`src/rtl/fpu_op_sequencer.sv`:
```
// fpu_op_sequencer
//   Sequences one single-precision FP op (add.s / sub.s / mul.s) at a time
//   through a shared FP core: read the FPR operands, launch the core,
//   wait for done (bounded by TIMEOUT), then write the result back.
//   Back-pressures decode while busy and flags mfc1 read-after-write hazards.
//
// Ports
//   i_clk, i_rst_n          clock, asynchronous active-low reset
//   i_op_valid/o_op_ready   decode handshake; i_op_code/fd/fs/ft op fields
//   o_fpr_ra1/2, i_fpr_rd1/2  FPR read port (combinational-read file)
//   o_fpu_start/sel/a/b     FP core launch; i_fpu_done/i_fpu_result return
//   o_fpr_we/wa/wd          FPR write port
//   i_haz_addr/o_haz_stall  mfc1 hazard check against in-flight destination
//   o_illegal_op            one-cycle pulse for accepted op_code 11
//   o_timeout_err/i_err_clr sticky abort flag and its clear
module fpu_op_sequencer #(
    parameter int unsigned TIMEOUT = 16,
    parameter int unsigned CW      = 5
) (
    input  logic        i_clk,
    input  logic        i_rst_n,
    input  logic        i_op_valid,
    output logic        o_op_ready,
    input  logic [1:0]  i_op_code,
    input  logic [4:0]  i_op_fd,
    input  logic [4:0]  i_op_fs,
    input  logic [4:0]  i_op_ft,
    output logic [4:0]  o_fpr_ra1,
    output logic [4:0]  o_fpr_ra2,
    input  logic [31:0] i_fpr_rd1,
    input  logic [31:0] i_fpr_rd2,
    output logic        o_fpu_start,
    output logic [1:0]  o_fpu_sel,
    output logic [31:0] o_fpu_a,
    output logic [31:0] o_fpu_b,
    input  logic        i_fpu_done,
    input  logic [31:0] i_fpu_result,
    output logic        o_fpr_we,
    output logic [4:0]  o_fpr_wa,
    output logic [31:0] o_fpr_wd,
    input  logic [4:0]  i_haz_addr,
    output logic        o_haz_stall,
    output logic        o_illegal_op,
    output logic        o_timeout_err,
    input  logic        i_err_clr
);

    typedef enum logic [2:0] {
        StIdle,
        StRead,
        StLaunch,
        StWait,
        StWb
    } state_t;

    localparam logic [CW-1:0] CntLast = CW'(TIMEOUT - 1);

    state_t        r_state;
    logic [1:0]    r_op;
    logic [4:0]    r_fd;
    logic [4:0]    r_fs;
    logic [4:0]    r_ft;
    logic [31:0]   r_a;
    logic [31:0]   r_b;
    logic [31:0]   r_result;
    logic [CW-1:0] r_cnt;
    logic          r_start;
    logic          r_we;
    logic          r_illegal;
    logic          r_timeout_err;

    logic          w_idle;
    logic          w_read;

    assign w_idle = (r_state == StIdle);
    assign w_read = (r_state == StRead);

    // Gated by reset so ready is low while reset is held, high right after release.
    assign o_op_ready    = w_idle & i_rst_n;
    assign o_fpr_ra1     = w_read ? r_fs : 5'd0;
    assign o_fpr_ra2     = w_read ? r_ft : 5'd0;
    assign o_fpu_start   = r_start;
    assign o_fpu_sel     = r_op;
    assign o_fpu_a       = r_a;
    assign o_fpu_b       = r_b;
    assign o_fpr_we      = r_we;
    assign o_fpr_wa      = r_fd;
    assign o_fpr_wd      = r_result;
    assign o_haz_stall   = ~w_idle & (i_haz_addr == r_fd);
    assign o_illegal_op  = r_illegal;
    assign o_timeout_err = r_timeout_err;

    always_ff @(posedge i_clk or negedge i_rst_n) begin
        if (!i_rst_n) begin
            r_state       <= StIdle;
            r_op          <= 2'd0;
            r_fd          <= 5'd0;
            r_fs          <= 5'd0;
            r_ft          <= 5'd0;
            r_a           <= 32'd0;
            r_b           <= 32'd0;
            r_result      <= 32'd0;
            r_cnt         <= '0;
            r_start       <= 1'b0;
            r_we          <= 1'b0;
            r_illegal     <= 1'b0;
            r_timeout_err <= 1'b0;
        end else begin
            r_start   <= 1'b0;
            r_we      <= 1'b0;
            r_illegal <= 1'b0;
            // A timeout set later in this block overrides the clear.
            if (i_err_clr) begin
                r_timeout_err <= 1'b0;
            end
            unique case (r_state)
                StIdle: begin
                    if (i_op_valid) begin
                        if (i_op_code == 2'b11) begin
                            r_illegal <= 1'b1;
                        end else begin
                            r_op    <= i_op_code;
                            r_fd    <= i_op_fd;
                            r_fs    <= i_op_fs;
                            r_ft    <= i_op_ft;
                            r_state <= StRead;
                        end
                    end
                end
                StRead: begin
                    r_a     <= i_fpr_rd1;
                    r_b     <= i_fpr_rd2;
                    r_start <= 1'b1;
                    r_state <= StLaunch;
                end
                StLaunch: begin
                    r_cnt   <= '0;
                    r_state <= StWait;
                end
                StWait: begin
                    if (i_fpu_done) begin
                        r_result <= i_fpu_result;
                        r_we     <= 1'b1;
                        r_state  <= StWb;
                    end else if (r_cnt == CntLast) begin
                        r_timeout_err <= 1'b1;
                        r_state       <= StIdle;
                    end else begin
                        r_cnt <= r_cnt + 1'b1;
                    end
                end
                StWb: begin
                    r_state <= StIdle;
                end
                default: begin
                    r_state <= StIdle;
                end
            endcase
        end
    end

endmodule
```
`config.mk`:
```
export PLATFORM = sky130hd
export DESIGN_NAME = fpu_op_sequencer
export DESIGN_NICKNAME = d
export VERILOG_FILES = /design/src/rtl/fpu_op_sequencer.sv
export SDC_FILE = /design/constraint.sdc
export NUM_CORES = 1
export LEC_CHECK = 0
export ABC_AREA = 1
export CAP_MARGIN = 20
export CORE_MARGIN = 10
export CORE_UTILIZATION = 30
export CTS_BUF_LIST = sky130_fd_sc_hd__clkbuf_4 sky130_fd_sc_hd__clkbuf_8 sky130_fd_sc_hd__clkbuf_16
export DETAILED_ROUTE_END_ITERATION = 10
export PLACE_DENSITY = 0.64
export SYNTH_ARGS = -nofsm -noshare
export SYNTH_HDL_FRONTEND = slang
export SYNTH_SLANG_ARGS = --single-unit
```
`constraint.sdc`:
```
create_clock -name i_clk -period 2.6 [get_ports i_clk]
set_input_delay 0.78 -clock i_clk [delete_from_list [all_inputs] [get_ports i_clk]]
set_output_delay 0.78 -clock i_clk [all_outputs]
set_load 0.005 [all_outputs]
```
==> flow_summary.yaml <==
critical_path:
  required_ns: 1.82
  r2r-start: "r_state[0]"
  reg2regPathDepth: 9
  cp.arrival_ns: 1.76
  crit_path_start_kind: "register"
  r2r_setup_slack_ns: 0.39
  reg2reg_to: "o_fpu_a[5]"
  critical_path_class: "register to primary output"
  worstPathMaxFanout: 7
  cp-end-kind: "primary output"
cells_and_area:
  instances_no_fill: 1067
  fill_cells: 1555
  antennaDiodeCount: 0
  area_growth_pct: 66.7
  drive_above_1_share: 0.0838
  layout.nets: 959
  multi_input_area_mm2: 0.00164
  seqCellArea_mm2: 0.00313
  final_util: 0.507
routing:
  postRouteAntennaNets: 0
  vias: 4482
  first_pass_iters: 5
  first_iter_violations: 241
  drc: 0
  wirelength_mm: 16.6
  wl_per_cell_um: 15.5
  via_per_inst: 4.20
sta:
  tightest_slew_ns: 0.708
  setup_viol: 0
  finalWorstPathRequiredPeriod_ns: 2.54
  fmax_mhz: 394
  drv_slew: 0
  slew_headroom: 0.528
  hold_viol_final: 0
  skew_ns: 0.00833
  rsz0062_at_grt: "true"
  post-route-period-util: 0.976
  worst_slack_ns: 0.0632
power_and_ir_drop:
  power_density_mw_per_mm2: 1190
  power_w: 0.00998
  vdd_drop_max_mv: 0.462
  p_leak_nw: 4.17
clock_tree:
  clock_latency_ns: 0.41
  cts_made_buffers: 17
  cts_tree: "done"
  cts_max_level: 4
  cts.path.max_buffers: 2
  hold_buffers: 0
  clk_pin_slew_worst_paths_ns: 0.06
  clkSinkCount: 125
  root_buffer: "clkbuf_16"
job:
  drv_cap: 0
logic_synthesis:
  ys_async_sr_fraction: 1.00
  yosys.area.top_type_share: 0.623
  synth_seq_area_share: 0.623
  synth_largest_area_cell: "dfrtp_1"
  yosys-top-cells-count: "nand2_1 (332), dfrtp_1 (125), inv_1 (28), o21ai_0 (22), nor2_1 (18)"
  synth-warning-count: 0
  synth_cell_types: 21
  synth_area_mm2: 0.00502
  synthCells: 577
  avgSynthCellArea_um2: 8.70
  ys_seq_elements: 125
  synth_edf_count: 0
  synthTopCellsByArea: "dfrtp_1 (62%), nand2_1 (25%), o21ai_0 (2.2%)"
  synthFlopType: "dfrtp_1"
  synth_most_common_cell: "nand2_1"
  syn_nets: 702
floorplan:
  fp.dieH_um: 149
  io_pins: 242
  die-area_mm2: 0.0223
  initial_utilization: 0.304
  core-area_mm2: 0.0165
  rows: 47
  fp.dieW_um: 149
global_route:
  antenna_found_initial: 0
  grt_pass1_wl_mm: 25.6
  grt_max_degree: 126
  grt_pass1_vias: 4575
  grt_overflow: 0
  grt_util_all_layers: 0.147
placement:
  placed_cells: 1021
  place_congestion: 0.795
  io_buffers: 241
  hpwl_mm: 11.5
  pre_cts_slack_ns: -0.310
outcome:
  status: "completed"
hold_path:
  hold_class: "input pin to async pin"
## stage by stage
step	area (um2)	hold WS, ns	TNS (ns)
after global routing	8370	0.499	-0.0550
after global placement	7590	0.461	-0.311
after detailed placement	7590	0.464	-0.310
after floorplan	5020	0.472	0
final	8370	0.474	0
after CTS	8310	0.480	-0.00191
## how the worst max path moves through the flow
| stage | from | endpoint | slack [ns] | cells past startpoint |
|---|---|---|---|---|
| after detailed placement | i_haz_addr[3] | o_haz_stall | -0.31 | 8 |
| after CTS | r_state[2] | o_fpr_ra1[2] | -0.002 | 4 |
| after global placement | i_haz_addr[0] | o_haz_stall | -0.31 | 8 |
| after floorplan | i_haz_addr[1] | o_haz_stall | 0.69 | 4 |
| final | r_state[2] | o_fpr_ra1[2] | 0.06 | 4 |
| after global routing | r_state[2] | o_fpr_ra1[0] | -0.02 | 4 |
## layout make-up
| class | instances | area share |
|---|---|---|
| Clock buffer | 27 | 0.0642 |
| Clock inverter | 5 | 0.00926 |
| Inverter | 30 | 0.0145 |
| Multi-Input combinational cell | 399 | 0.196 |
| Sequential cell | 125 | 0.374 |
| Tap cell | 220 | 0.0329 |
| Timing Repair Buffer | 261 | 0.309 |
## cells in the final DEF, fill, tap and decap left out, types with 8 or more instances in the layout
master,synthesis,final
dfrtp_1,125,122
clkdlybuf4s50_1,0,231
o21ai_0,22,22
buf_4,3,20
clkbuf_16,0,17
nor2_1,18,16
dlymetal6s2s_1,0,8
nand3_1,10,10
nand2_1,332,332
inv_1,28,26
## worst max-delay path, stage by stage (launching register included)
cell and delay (ns):
dfrtp_2 0.46, inv_4 0.11, nand3_4 0.13, nor2_1 0.13, clkdlybuf4s50_1 0.51
## sequential cells by signal, indices dropped and copies added, names as in the netlist, 2 cells and up
name / count
r_fs: 5
o_fpu_a: 32
r_ft: 5
o_fpu_sel: 2
r_state: 3
o_fpr_wa: 5
r_cnt: 5
o_fpr_wd: 32
o_fpu_b: 32
## routing by layer
layer	wire length, um	vias to the layer above	track usage	part of all wire
met5	0	-	0	0
met4	303	0	0.0574	0.018
met3	1660	18	0.0649	0.10
met2	7370	170	0.218	0.44
met1	7250	2027	0.184	0.44
li1	-	2267	-	-
## cell families after synthesis
| kind of cell | after synthesis | share of synthesized area |
|---|---|---|
| simple gates | 370 | 0.286 |
| flops | 125 | 0.623 |
| buf+inv | 54 | 0.0580 |
| compound gates | 23 | 0.0229 |
| xor+xnor | 3 | 0.00523 |
| fa+ha+maj | 2 | 0.00498 |
## where the power goes
part / internal [W] / switching (W) / total [W]
registers: 0.00285 / 0.000486 / 0.00334
clock network: 0.00160 / 0.000822 / 0.00243
logic: 0.00226 / 0.00195 / 0.00422
## repair_timing
action | 4_1_cts | 5_1_grt
pin swaps | 1 | 4
buffers inserted | 8 | 5
cloned | 1 | 0
resized for setup | 16 | 10
endpoints found under the hold margin | 0 | 0
endpoints found under the setup margin | 12 | 12
Note: power is estimated with default switching activity, not from simulation.
